$ cat src/rtl/sec100_down_if.sv
// Bus bundle for the sec100_down countdown timer: control pulses,
// preset digits, and the borrow/done/segment outputs.
interface sec100_down_if;
    logic       load;
    logic [3:0] preset_high;
    logic [3:0] preset_low;
    logic       start;
    logic       stop;
    logic       bn;
    logic       done;
    logic [6:0] high_seg;
    logic [6:0] low_seg;

    modport master (
        output load, preset_high, preset_low, start, stop,
        input  bn, done, high_seg, low_seg
    );

    modport slave (
        input  load, preset_high, preset_low, start, stop,
        output bn, done, high_seg, low_seg
    );
endinterface

$ cat src/rtl/sec100_down.sv
// Two-digit BCD countdown timer with 7-segment outputs.
// Optional SEC100_DOWN_BLINK_EN: blink the expired 00 display.
module sec100_down #(
    parameter int DIV_MAX = 50_000_000
) (
    input  logic         clk_50MHz,
    input  logic         clr,
    sec100_down_if.slave bus
);

    localparam int DW = (DIV_MAX > 1) ? $clog2(DIV_MAX) : 1;
    localparam logic [DW-1:0] DIV_LAST = DW'(DIV_MAX - 1);

    typedef enum logic [1:0] {
        IDLE  = 2'd0,
        RUN   = 2'd1,
        PAUSE = 2'd2,
        DONE  = 2'd3
    } state_t;

    state_t        st, st_n;
    logic [3:0]    cnt_high, cnt_high_n;
    logic [3:0]    cnt_low, cnt_low_n;
    logic [DW-1:0] div, div_n;
    logic          bn_q, bn_n;
    logic          tick;
    logic          last;
    logic          zero;
`ifdef SEC100_DOWN_BLINK_EN
    logic          vis, vis_n;
`endif

    function automatic logic [3:0] clamp(input logic [3:0] d);
        return (d > 4'd9) ? 4'd9 : d;
    endfunction

    function automatic logic [6:0] seg7(input logic [3:0] d);
        logic [6:0] s;
        unique case (d)
            4'd0:    s = 7'h3F;
            4'd1:    s = 7'h06;
            4'd2:    s = 7'h5B;
            4'd3:    s = 7'h4F;
            4'd4:    s = 7'h66;
            4'd5:    s = 7'h6D;
            4'd6:    s = 7'h7D;
            4'd7:    s = 7'h07;
            4'd8:    s = 7'h7F;
            4'd9:    s = 7'h6F;
            default: s = 7'h00;
        endcase
        return s;
    endfunction

    assign zero = (cnt_high == 4'd0) && (cnt_low == 4'd0);
    assign tick = (st == RUN) && (div == DIV_LAST);
    // Count 01 on a tick is the only way to land on 00.
    assign last = tick && (cnt_high == 4'd0) && (cnt_low == 4'd1);

    always_comb begin
        st_n       = st;
        cnt_high_n = cnt_high;
        cnt_low_n  = cnt_low;
        div_n      = div;
        bn_n       = 1'b0;
`ifdef SEC100_DOWN_BLINK_EN
        vis_n      = vis;
`endif
        if (bus.load) begin
            st_n       = IDLE;
            cnt_high_n = clamp(bus.preset_high);
            cnt_low_n  = clamp(bus.preset_low);
            div_n      = '0;
`ifdef SEC100_DOWN_BLINK_EN
            vis_n      = 1'b1;
`endif
        end else begin
            unique case (st)
                IDLE: begin
                    if (bus.start && !bus.stop && !zero) begin
                        st_n  = RUN;
                        div_n = '0;
                    end
                end
                RUN: begin
                    div_n = tick ? '0 : div + 1'b1;
                    if (tick) begin
                        if (cnt_low != 4'd0) begin
                            cnt_low_n = cnt_low - 4'd1;
                        end else begin
                            cnt_low_n  = 4'd9;
                            cnt_high_n = cnt_high - 4'd1;
                        end
                    end
                    // Expiry outranks a stop landing on the same edge.
                    if (last) begin
                        st_n = DONE;
                        bn_n = 1'b1;
`ifdef SEC100_DOWN_BLINK_EN
                        vis_n = 1'b1;
`endif
                    end else if (bus.stop) begin
                        st_n = PAUSE;
                    end
                end
                PAUSE: begin
                    if (bus.start && !bus.stop) begin
                        st_n = RUN;
                    end
                end
                DONE: begin
`ifdef SEC100_DOWN_BLINK_EN
                    div_n = (div == DIV_LAST) ? '0 : div + 1'b1;
                    if (div == DIV_LAST) begin
                        vis_n = !vis;
                    end
`endif
                end
                default: st_n = IDLE;
            endcase
        end
    end

    always_ff @(posedge clk_50MHz) begin
        if (!clr) begin
            st       <= IDLE;
            cnt_high <= 4'd0;
            cnt_low  <= 4'd0;
            div      <= '0;
            bn_q     <= 1'b0;
`ifdef SEC100_DOWN_BLINK_EN
            vis      <= 1'b1;
`endif
        end else begin
            st       <= st_n;
            cnt_high <= cnt_high_n;
            cnt_low  <= cnt_low_n;
            div      <= div_n;
            bn_q     <= bn_n;
`ifdef SEC100_DOWN_BLINK_EN
            vis      <= vis_n;
`endif
        end
    end

    assign bus.bn   = bn_q;
    assign bus.done = (st == DONE);

`ifdef SEC100_DOWN_BLINK_EN
    assign bus.high_seg = (st == DONE && !vis) ? 7'h00 : seg7(cnt_high);
    assign bus.low_seg  = (st == DONE && !vis) ? 7'h00 : seg7(cnt_low);
`else
    assign bus.high_seg = seg7(cnt_high);
    assign bus.low_seg  = seg7(cnt_low);
`endif

endmodule
$ cat src/flat_wrapper.sv
// flat-port wrapper written by rule: the top's interface ports become plain ports
module sec100_down_flat 
#(
    parameter int DIV_MAX = 50_000_000
)
  (clk_50MHz, clr, bus_load, bus_preset_high, bus_preset_low, bus_start, bus_stop, bus_bn, bus_done, bus_high_seg, bus_low_seg);
  sec100_down_if bus_i ();
  input  logic clk_50MHz;
  input  logic clr;
  input wire logic [$bits(bus_i.load)-1:0] bus_load;
  input wire logic [$bits(bus_i.preset_high)-1:0] bus_preset_high;
  input wire logic [$bits(bus_i.preset_low)-1:0] bus_preset_low;
  input wire logic [$bits(bus_i.start)-1:0] bus_start;
  input wire logic [$bits(bus_i.stop)-1:0] bus_stop;
  output wire logic [$bits(bus_i.bn)-1:0] bus_bn;
  output wire logic [$bits(bus_i.done)-1:0] bus_done;
  output wire logic [$bits(bus_i.high_seg)-1:0] bus_high_seg;
  output wire logic [$bits(bus_i.low_seg)-1:0] bus_low_seg;
  assign bus_i.load = bus_load;
  assign bus_i.preset_high = bus_preset_high;
  assign bus_i.preset_low = bus_preset_low;
  assign bus_i.start = bus_start;
  assign bus_i.stop = bus_stop;
  assign bus_bn = bus_i.bn;
  assign bus_done = bus_i.done;
  assign bus_high_seg = bus_i.high_seg;
  assign bus_low_seg = bus_i.low_seg;
  sec100_down #(.DIV_MAX(DIV_MAX)) u_core (.clk_50MHz(clk_50MHz), .clr(clr), .bus(bus_i));
endmodule
$ cat config.mk
export PLATFORM = sky130hd
export DESIGN_NAME = sec100_down_flat
export DESIGN_NICKNAME = d
export VERILOG_FILES = /design/src/rtl/sec100_down_if.sv /design/src/rtl/sec100_down.sv /design/src/flat_wrapper.sv
export SDC_FILE = /design/constraint.sdc
export NUM_CORES = 1
export LEC_CHECK = 0
export CORE_ASPECT_RATIO = 0.75
export CORE_MARGIN = 2
export CORE_UTILIZATION = 57
export CTS_CLUSTER_DIAMETER = 100
export CTS_CLUSTER_SIZE = 8
export DETAILED_ROUTE_END_ITERATION = 10
export PLACE_DENSITY = 0.78
export SYNTH_ARGS = -nofsm -noshare
export SYNTH_HDL_FRONTEND = slang
export SYNTH_SLANG_ARGS = --single-unit
$ cat constraint.sdc
create_clock -name clk_50MHz -period 3.6 [get_ports clk_50MHz]
set_input_delay 0.36 -clock clk_50MHz [delete_from_list [all_inputs] [get_ports clk_50MHz]]
set_output_delay 0.36 -clock clk_50MHz [all_outputs]
set_load 0.005 [all_outputs]
Yosys cells after proc, flatten, opt, wreduce, memory -nomap -nowiden
Memories as Yosys holds them, arrays and structs flattened. A register that Yosys moved wholly into a read port is not among the register bits.
Index checks and enable logic that the tools add are counted.
Operators by class
  magnitude comparators: 2
  eq/ne operators: 9
  $add $sub $neg: 3
  bitwise gates (word level): 2
  muxes and demuxes: 23
  reduce and logical (&&, ||, !) cells: 22
Operator list (number)
  2-to-1 mux 4 bit: 14
  2-to-1 mux 26 bit: 2
  one-hot mux 26 bit (2 select lines): 1
  adder 26 x 1 -> 26 bit (second input constant): 1
  equality test 26 bit (second input constant): 1
  greater-than comparator 4 bit (second input constant): 2
  zero test 4 bit: 2
  2-to-1 mux 2 bit: 4
  subtractor 4 x 1 -> 4 bit (second input constant): 2
  logical AND 1 bit: 6
  one-hot mux 2 bit (3 select lines): 1
  nonzero test 2 bit: 3
  equality test 2 bit (second input constant): 2
  equality test 4 x 1 -> 1 bit (second input constant): 1
  != test 2 x 1 -> 1 bit (second input constant): 2
  AND reduction 2 bit: 2
  AND reduction 4 bit: 1
  nonzero test 4 bit: 1
  != test 3 x 2 -> 1 bit (second input constant): 1
  AND reduction 3 bit: 1
  nonzero test 3 bit: 1
  OR reduction 3 bit: 1
  equality test 2 x 1 -> 1 bit (second input constant): 1
  zero test 1 bit: 2
  5 further kinds: 6
Word-level totals
  register bits: 37
  logic and storage cells: 68
  ROM bits: 224
  bits of input ports: 13
  memories kept: 2
  output and inout port bits: 16
Memory list
  (no name shown): words 16, bits a word 7, read ports 1, clocked after Yosys merged registers in 1, write ports 0, line sec100_down.sv:39  | unique case (d)
  (no name shown): words 16, bits a word 7, read ports 1, clocked after Yosys merged registers in 1, write ports 0, line sec100_down.sv:39

Depth between registers and ports, before layout
  depth in word-level cells: 7
  depth in mapped cells: 11
  gate-level depth less buffers: 10

Worst setup path before layout
OpenSTA, ideal clock, no wires.
  path type: register to register
  from: reg u_core.div[0]
  to: reg, netlist name u_core.bus.low_seg[6]
  period minus slack after synthesis: 2.775 ns
  setup slack: 0.825 ns
  path buffers: 0
  stages on the path, launching flop included: 10
  library setup time: 0.086 ns
  data arrival time: 2.689 ns
  data required time: 3.514 ns
  cell sequence: dfxtp_1 > ha_1 > nand4_1 > nor4_1 > nand2_1 > a311oi_1 > inv_1 > ha_1 > mux2_2 > a211oi_1
On the way
  cells in the longest elaborated chain, start to end: 6
RTL lines
  from (decl): line sec100_down.sv:24  | logic [DW-1:0] div, div_n;
  from (signal assigned): line sec100_down.sv:138  | div <= div_n;
  equality test 26 bit: line sec100_down.sv:56  | assign tick = (st == RUN) && (div == DIV_LAST);
  logical AND 1 bit: line sec100_down.sv:56
  nonzero test 2 bit (no line)
  AND reduction 2 bit (no line)
  2-to-1 mux 4 bit (no line) (2 in a row)
Every way passes these cells.
A chain may end at the register's enable or synchronous reset.

Worst setup path after layout
  from: reg u_core.div[0]
  to: reg, netlist name u_core.bus.high_seg[5]
On the way
  cells in the longest elaborated chain, start to end: 6
RTL lines (line)
  equality test 26 bit: sec100_down.sv:56
  logical AND 1 bit: sec100_down.sv:56
  nonzero test 2 bit (no line)
  AND reduction 3 bit (no line)
  2-to-1 mux 4 bit (no line) (2 in a row)
Every way passes these cells.

==> run metrics <==
status=completed; CP Data Required Time=3820 ps; post-cts sizing count=0; port bufs=28; Worst Path Max Fanout=7; Clock Power Share=29.2%; layer with the highest usage=met2; total track usage=25.5%; ANT nets after route=0; Setup crit end kind=register; # diodes=0; Pwr Density=321 nW/um^2; Mapped Cells=350; Mapped Area=2890 sq um; GRT met1 Usage=37.0%; row count=22; Flop pwr share=56.2%; Die Area=5660 sq um; post-synthesis mux area share=1.52%; CTS Buffer Depth=2; total congestion overflow=0; Initial Utilization=59.0%; worst slew pin tran=1290 ps; f_max=332 MHz; Nets=405; Yosys warning total=0; Die W=86.2 um; Yosys top cell area share=35.3%; clk_lat worst skew=300 ps; crit-path cells=ha_1, nand4_1, nor4_1, a21oi_1, o311a_1, inv_1, ha_1, and3b_1, o31ai_1; share of cells above drive strength 1=5.32%; slowest cell on the critical path=nor4_1; slew margin rel.=13.7%; post-synthesis xor/xnor area fraction=3.33%; final count of pins violating max slew=0; root buf cell=clkbuf_8; area leader, netlist=dfxtp_1; vias in the first global route=2470; Syn Area/Cell=8.26 sq um; largest family of logic cells by synthesized area=simple AND/OR/NAND/NOR gates; number of max-cap violations=0; syn nets=378; critical path arrival=3230 ps; Hold Violations, Final=0; initial antenna violation count=0; DR vias/cell=6.23; H-tree lvl count=2; sequential element share of the synthesized area=35.3%; met3 Use GR=4.77%; Worst Hold Class=reg -> reg; setup bufs post-CTS=0; CTS tree=yes; largest net degree at the start of global routing=18; Chip Height=65.7 um; Area contributors post-synth=dfxtp_1, ha_1, nor2_1, a21oi_1, nand4_1; Post-synth EDFFs=0; Detailed Route Iter0 Violations=234; Net Sw Power=0.265 mW; Synth Area in Compound Gates=20.0%; setup TNS=0 ps; Routed WL per cell=15.2 um; DRC violations left=0; #FFs+latches synth=51; Worst Path Class, Setup=reg -> reg; asr flop ratio synth=0%; Buf/Inv on CP=1; GPL Wtd Cong=0.901; Fin Clk Skew=5.40 ps; CP startpoint kind=register; routed vias=2718; crit-path max cell delay=660 ps; Core Box Area=4900 sq um; cell family with most CP delay=simple AND/OR/NAND/NOR gates; cts bufs inserted=5; Comb pwr share=14.7%; detailed placement HPWL=4.87 mm; WHS=510 ps; CP most frequent cell=ha_1; Sw Ratio=25.0%; area share of fa/ha/maj cells after synthesis=6.49%; P_int=0.797 mW; fin crit period=3010 ps; maximum vdd drop=0.000235 V; met2 usage=38.3%; CTS clock-pin slew for the worst setup and hold paths=90 ps; final WL=6.62 mm; period utilisation layout=83.6%; DRT Pass-1 Iters=5; CTS sink count=51; CTS Hold Buffers Added=0; first-pass GRT wire length=11.6 mm; count of cell types in the netlist=52; Most used DFF post-synth=dfxtp_1; RSZ-0062 raised after global routing=no; Area Overhead vs Synth=14.3%; LEAKAGE=1.16 nW; I/O pins=29; Simple-Gate Fraction of Synth Area=28.7%; final setup vio count=0
==> power by group through the flow <==
stage                     logic, mW  clock network (mW)  registers, mW
after floorplan              0.0839                   0          0.610
after global placement        0.151                   0          0.609
after detailed placement      0.155                   0          0.610
after CTS                     0.156               0.318          0.596
after global routing          0.174               0.343          0.599
final                         0.156               0.310          0.596
==> kinds of logic (layout without fill, tap and decap cells) <==
family | count (synthesis) | count (layout)
XOR/XNOR | 11 | 11
adder cells (fa/ha/maj) | 15 | 15
multiplexers | 4 | 4
flip-flops | 51 | 51
AND/OR/NAND/NOR | 148 | 148
buffers and inverters | 33 | 59
AO/OA/AOI/OAI | 88 | 88
==> registers in the layout, indices dropped and copies added (netlist names) <==
name / flops
u_core.div: 26
u_core.bus.high_seg: 7
u_core.cnt_high: 4
u_core.st: 2
u_core.cnt_low: 4
u_core.bus.low_seg: 7
u_core.bus.bn: 1
==> cell type report <==
cell class,count,area [sq um]
multi-input cells,266,1740
flip-flops and latches,51,1020
clock buffers,6,72.6
inverters,18,67.6
repair buffers,35,333
fillers,414,1600
well taps,60,75.1
==> path summary, 6_finish.rpt <==
check	from	to	slack, ps	cells past startpoint
max	u_core.div[0]$_SDFFE_PP0P_	u_core.bus.high_seg[5]$_DFF_P_	590	9
max reg2reg	u_core.div[0]$_SDFFE_PP0P_	u_core.bus.high_seg[5]$_DFF_P_	590	9
min reg2reg	u_core.div[16]$_SDFFE_PP0P_	u_core.div[16]$_SDFFE_PP0P_	510	2
min	u_core.div[16]$_SDFFE_PP0P_	u_core.div[16]$_SDFFE_PP0P_	510	2
==> tightest hold or removal path, cell delays in order (launching register included) <==
cell	delay, ps
dfxtp_1	340
o31ai_1	70
a21oi_1	60
==> Yosys cell counts (4+ instances only) <==
| master | n |
|---|---|
| ha_1 | 15 |
| nand4_1 | 16 |
| a31oi_1 | 6 |
| o21ai_0 | 19 |
| o21ai_1 | 4 |
| inv_1 | 18 |
| o31ai_1 | 6 |
| dfxtp_1 | 51 |
| clkbuf_1 | 12 |
| o311a_1 | 5 |
| nand2_1 | 19 |
| nor2_1 | 33 |
| nand2b_1 | 6 |
| or4_1 | 6 |
| xnor2_1 | 4 |
| nor3_1 | 12 |
| nand3_1 | 15 |
| xor2_1 | 7 |
| a21boi_0 | 4 |
| and4_1 | 6 |
| and3_1 | 5 |
| a311oi_1 | 4 |
| nor4_1 | 6 |
| a21oi_1 | 21 |
==> placed cells by master, fill, tap and decap left out, types with 6 or more instances in the layout <==
cell              n
ha_1             15
xor2_1            7
o21ai_0          19
or4_1             6
inv_1            18
buf_4             7
nand3_1          15
dfxtp_1          51
nand2b_1          6
nor4_1            6
nand2_1          19
o31ai_1           6
and4_1            6
nand4_1          16
nor2_1           33
a21oi_1          21
clkdlybuf4s50_1  28
nor3_1           12
a31oi_1           6
==> layer usage <==
layer | routed length [um] | part of all wire, % | up-vias
met2 | 2860 | 43 | 100
met1 | 3310 | 50 | 1255
met5 | 0 | 0 | -
met4 | 75 | 1.1 | 0
met3 | 383 | 5.8 | 9
li1 | - | - | 1354
==> through the flow <==
| step | instance area (sq um) | power [mW] | worst slack (ps) | utilization [%] | instances |
|---|---|---|---|---|---|
| after CTS | 3300 | 1.07 | 605 | 67.4 | 436 |
| after global routing | 3300 | 1.12 | 357 | 67.4 | 436 |
| after floorplan | 2890 | 0.694 | 825 | - | 350 |
| after detailed placement | 3230 | 0.764 | 623 | 66.0 | 430 |
| after global placement | 3230 | 0.760 | 678 | 66.0 | 430 |
| final | 3300 | 1.06 | 589 | 67.4 | 436 |
No activity file was read; power rests on OpenSTA's default activity.
